$ cat config.mk
export PLATFORM = sky130hd
export DESIGN_NAME = mash_frac_ctrl
export DESIGN_NICKNAME = d
export VERILOG_FILES = /design/src/rtl/mash_frac_ctrl.sv
export SDC_FILE = /design/constraint.sdc
export NUM_CORES = 1
export LEC_CHECK = 0
export CAP_MARGIN = 20
export CORE_MARGIN = 4
export CORE_UTILIZATION = 50
export CTS_CLUSTER_SIZE = 8
export DETAILED_ROUTE_END_ITERATION = 8
export PLACE_DENSITY = 0.83
export SLEW_MARGIN = 20
export SYNTH_ARGS = -nofsm -noshare
export SYNTH_HDL_FRONTEND = slang
export SYNTH_SLANG_ARGS = --single-unit
$ cat constraint.sdc
create_clock -name clk -period 4.55 [get_ports clk]
set_input_delay 0.91 -clock clk [delete_from_list [all_inputs] [get_ports clk]]
set_output_delay 0.91 -clock clk [all_outputs]
set_load 0.05 [all_outputs]
$ cat src/rtl/mash_frac_ctrl.sv
// Fractional-N MASH controller: configuration handshake, LOAD/SETTLE/RUN sequencing
// and saturated divide-ratio generation. Define MASH_FRAC_DITHER_EN to add LSB dither.
module mash_frac_ctrl #(
  parameter int BITS   = 8,
  parameter int NBITS  = 8,
  parameter int SETTLE = 16
) (
  input  logic             clk,
  input  logic             rst_n,
  input  logic             en,
  input  logic             cfg_valid,
  output logic             cfg_ready,
  input  logic [NBITS-1:0] cfg_int,
  input  logic [BITS-1:0]  cfg_frac,
  output logic             cfg_err,
  output logic [BITS-1:0]  mash_f,
  output logic             mash_clr,
  input  logic [2:0]       mash_dn,
  output logic [NBITS-1:0] div_ratio,
  output logic             settled
);

  typedef enum logic [1:0] {
    ST_IDLE   = 2'd0,
    ST_LOAD   = 2'd1,
    ST_SETTLE = 2'd2,
    ST_RUN    = 2'd3
  } state_t;

  localparam int SUM_W = NBITS + 2;
  localparam logic [7:0] CNT_LAST = 8'(SETTLE - 1);

  state_t           state, nxt;
  logic [NBITS-1:0] int_q, int_d;
  logic [BITS-1:0]  frac_q, frac_d;
  logic [7:0]       cnt;
  logic             xfer, accept;
  logic [2:0]       dn_eff;
  logic [SUM_W-1:0] sum;
  logic [NBITS-1:0] sat;

  assign xfer   = cfg_valid & cfg_ready;
  assign accept = xfer & (cfg_int >= NBITS'(2));
  assign int_d  = accept ? cfg_int  : int_q;
  assign frac_d = accept ? cfg_frac : frac_q;

  // Only -1..+2 are legal MASH outputs; anything else contributes nothing.
  always_comb begin
    dn_eff = 3'b000;
    case (mash_dn)
      3'b111, 3'b000, 3'b001, 3'b010: dn_eff = mash_dn;
      default:                        dn_eff = 3'b000;
    endcase
  end

  assign sum = {2'b00, int_q} + {{(NBITS - 1){dn_eff[2]}}, dn_eff};

  always_comb begin
    if (sum[SUM_W-1] || (sum == '0))
      sat = NBITS'(1);
    else if (sum[SUM_W-2:NBITS] != '0)
      sat = '1;
    else
      sat = sum[NBITS-1:0];
  end

  // NOTE: every variable assigned in always_comb gets a default first so no latch is inferred.
  always_comb begin
    nxt = state;
    if (!en) begin
      nxt = ST_IDLE;
    end else begin
      case (state)
        ST_IDLE:   if (accept) nxt = ST_LOAD;
        ST_LOAD:   nxt = ST_SETTLE;
        ST_SETTLE: if (cnt == CNT_LAST) nxt = ST_RUN;
        ST_RUN:    if (accept) nxt = ST_LOAD;
        default:   nxt = ST_IDLE;
      endcase
    end
  end

  // NOTE: sequential state uses non-blocking assignments only; outputs are registered
  // from the next state so they change together with it.
  always_ff @(posedge clk or negedge rst_n) begin
    if (!rst_n) begin
      state     <= ST_IDLE;
      int_q     <= NBITS'(2);
      frac_q    <= '0;
      cnt       <= '0;
      cfg_ready <= 1'b1;
      cfg_err   <= 1'b0;
      mash_clr  <= 1'b1;
      settled   <= 1'b0;
      div_ratio <= NBITS'(2);
    end else begin
      state     <= nxt;
      int_q     <= int_d;
      frac_q    <= frac_d;
      cnt       <= (state == ST_SETTLE) ? cnt + 8'd1 : 8'd0;
      cfg_ready <= (nxt == ST_IDLE) || (nxt == ST_RUN);
      cfg_err   <= xfer & ~accept;
      mash_clr  <= (nxt == ST_IDLE) || (nxt == ST_LOAD);
      settled   <= (nxt == ST_RUN);
      // Track the MASH only while it is live; otherwise present the plain integer.
      if (((state == ST_SETTLE) || (state == ST_RUN)) && (nxt != ST_IDLE))
        div_ratio <= sat;
      else
        div_ratio <= int_d;
    end
  end

`ifdef MASH_FRAC_DITHER_EN
  logic [15:0] lfsr;
  logic        dith;

  always_ff @(posedge clk or negedge rst_n) begin
    if (!rst_n)
      lfsr <= 16'hACE1;
    else if (state != ST_IDLE)
      lfsr <= {lfsr[14:0], lfsr[15] ^ lfsr[13] ^ lfsr[12] ^ lfsr[10]};
  end

  assign dith   = lfsr[0] & ((state == ST_SETTLE) || (state == ST_RUN));
  assign mash_f = frac_q ^ {{(BITS - 1){1'b0}}, dith};
`else
  assign mash_f = frac_q;
`endif

endmodule

==> results.sh <==
export IMPL_clock_root_buffer="clkbuf_8"
export IMPL_start_util_pct=52.79
export IMPL_ys_async_sr_fraction_pct=100.0
export IMPL_avgSynthCellArea_um2=10.93
export IMPL_yosysTopAreaCellShare_pct=39.72
export IMPL_rows=23
export IMPL_core_um2=4058
export IMPL_htreeDepth=2
export IMPL_critPathArrivalTime_ps=3690
export IMPL_ioPinCount=43
export IMPL_grt_overflow=0
export IMPL_synth_area_um2=2142
export IMPL_fp_dieW_um=73.46
export IMPL_syn_nets=236
export IMPL_drv_slew=0
export IMPL_n_antenna_cell=0
export IMPL_wl_mm=4.383
export IMPL_power_total_uw=1601
export IMPL_track_usage_pct=17.94
export IMPL_synth_area_top_cells="dfrtp_1 (40%), ha_1 (9.3%), mux2_2 (7.9%)"
export IMPL_die_area_um2=5396
export IMPL_worstSetupStartpointType="input port"
export IMPL_clkTransAtPathRegs_ps=60
export IMPL_place_area_um2=2605
export IMPL_required_ps=4720
export IMPL_hold_path_depth=1
export IMPL_slew_headroom_pct=47.14
export IMPL_io_buffers=42
export IMPL_stdcell_area_um2=2685
export IMPL_p_leak_uw=0.001176
export IMPL_cellPowerDensity_nw_per_um2=596.4
export IMPL_antenna_found_initial=0
export IMPL_cts_tree="done"
export IMPL_initialDrtViolationCount=106
export IMPL_grt_pass1_vias=1633
export IMPL_ys_types=48
export IMPL_run_status="finished clean"
export IMPL_ctsHoldBuffers=0
export IMPL_cts_setup_buffers=0
export IMPL_wl_per_cell_um=15.01
export IMPL_drc=0
export IMPL_synth_seq_cells=38
export IMPL_criticalPathCategory="input port to flip-flop"
export IMPL_area_delta_synth_final_pct=25.35
export IMPL_max_cap_viol_count=0
export IMPL_max_freq_mhz=284.5
export IMPL_synthCells=196
export IMPL_yosysWarnings=0
export IMPL_hold_slack_ps=452.6
export IMPL_min_period_over_period_pct=77.25
export IMPL_r2r_cells=9
export IMPL_finalSetupViolCount=0
export IMPL_fin_crit_ps=3515
export IMPL_grt_max_degree=39
export IMPL_firstDrtPassIters=4
export IMPL_critPathMaxStageDelay_ps=480
export IMPL_drive_gt1_share_pct=14.05
export IMPL_cp_max_fo=10
export IMPL_synth_top_cell_by_area="dfrtp_1"
export IMPL_viasPerCell=5.551
export IMPL_ys_seq_area_share_pct=44.63
export IMPL_holdCritPathClass="flip-flop to flip-flop"
export IMPL_place_congestion=0.8007
export IMPL_post_dp_hpwl_mm=3.424
export IMPL_crit_path_end_kind="flip-flop"
export IMPL_worstPathCellList="clkdlybuf4s50_1 -> nor4_1 -> a21oi_2 -> nor2_1 -> o31ai_1 -> ha_1 -> or3_1 -> mux2_4 -> o32a_1"
export IMPL_slowest_stage="nor4_1"
export IMPL_synth_edff_count=0
export IMPL_drt_antenna_violating_nets=0
export IMPL_synth_common_cells="dfrtp_1 (34), o21ai_0 (20), ha_1 (16), mux2_2 (15), nand2_1 (10)"
export IMPL_synthFlopType="dfrtp_1"
export IMPL_grt_setup_unrepaired="false"
export IMPL_yosysMostFrequentCell="dfrtp_1"
export IMPL_layout_nets=281
export IMPL_ir_drop_mv=0.3994
export IMPL_hold_violations=0
export IMPL_grt_pass1_wl_mm=7.334
export IMPL_cts_buffer_depth=2
export IMPL_fin_skew_ps=3.332
export IMPL_numClockSinks=38
export IMPL_setup_tns_final_ps=0
export IMPL_cts_made_buffers=5
export IMPL_via_count=1621
export IMPL_tightest_slew_ps=793.0
export IMPL_cts_resized=0
export IMPL_die_h_um=73.46
export IMPL_final_core_util_pct=66.17
export IMPL_clk_latency_ps=290
==> worst paths after layout <==
| kind | slack, ps | from | end |
|---|---|---|---|
| worst min-delay path | 450 | cnt[0] | cnt[0] |
| max in group asynchronous | 3340 | rst_n | int_q[7] |
| worst min register to register | 450 | cnt[0] | cnt[0] |
| min in group asynchronous | 700 | rst_n | mash_f[7] |
| worst max register to register | 1720 | cfg_ready | div_ratio[0] |
| worst max-delay path | 1040 | cfg_int[5] | div_ratio[0] |
==> state kept, by name (all words and copies together), names as in the netlist <==
signal,flops
cfg_ready,1
state,2
cnt,8
int_q,8
mash_f,8
settled,1
mash_clr,1
div_ratio,8
cfg_err,1
==> layer usage <==
metal | vias to the layer above | GRT usage, % | share of wire [%]
li1 | 801 | - | -
met1 | 764 | 24.13 | 46
met2 | 49 | 28.54 | 46
met3 | 7 | 3.967 | 6.8
met4 | 0 | 6.036 | 1.3
met5 | - | 0 | 0
==> stage by stage <==
step	instances	setup slack, ps
after floorplan	196	1158
after global placement	284	740.4
after detailed placement	284	753.4
after CTS	292	1048
after global routing	292	850.3
final	292	1035
==> layout make-up <==
class,instances,area (um2)
clock buffers,8,80.08
fillers,308,1373
inverters,6,22.52
multi-input cells,147,1141
flip-flops and latches,38,955.9
well taps,50,62.56
repair buffers,43,422.9
==> power by group <==
group	internal, uW	switching, uW	total [uW]
logic	326	541	867
clock network	109	107	216
registers	457	61.6	518
==> layout by cell type, fill, tap and decap left out, types with 3 or more instances in the layout <==
cell type / instances
a21o_1: 3
o31ai_1: 3
mux2_2: 15
clkbuf_8: 5
inv_1: 6
nor2_1: 8
nand2_1: 10
dfstp_2: 4
xor2_1: 4
or3_1: 4
dfrtp_1: 34
nand3_1: 5
ha_1: 16
clkdlybuf4s50_1: 41
and2_1: 8
o21ai_0: 20
a211oi_1: 3
clkbuf_1: 3
xnor2_1: 5
nor3b_1: 3
a21oi_1: 6
==> cell families after synthesis <==
group                    Yosys count  synth area share [%]
AND/OR/NAND/NOR                   55                 14.25
AO/OA/AOI/OAI                     50                 16.47
flip-flops                        38                 44.63
adder cells (fa/ha/maj)           17                 10.28
multiplexers                      16                 8.586
buffers and inverters             11                 2.103
XOR/XNOR                           9                 3.680
==> critical path: cells and delay by family <==
family                   cells  cell delay [ps]
AND/OR/NAND/NOR              3             1030
buffers and inverters        1              420
AO/OA/AOI/OAI                3              710
adder cells (fa/ha/maj)      1              310
multiplexers                 1              300
Note: power is estimated with default switching activity, not from simulation.
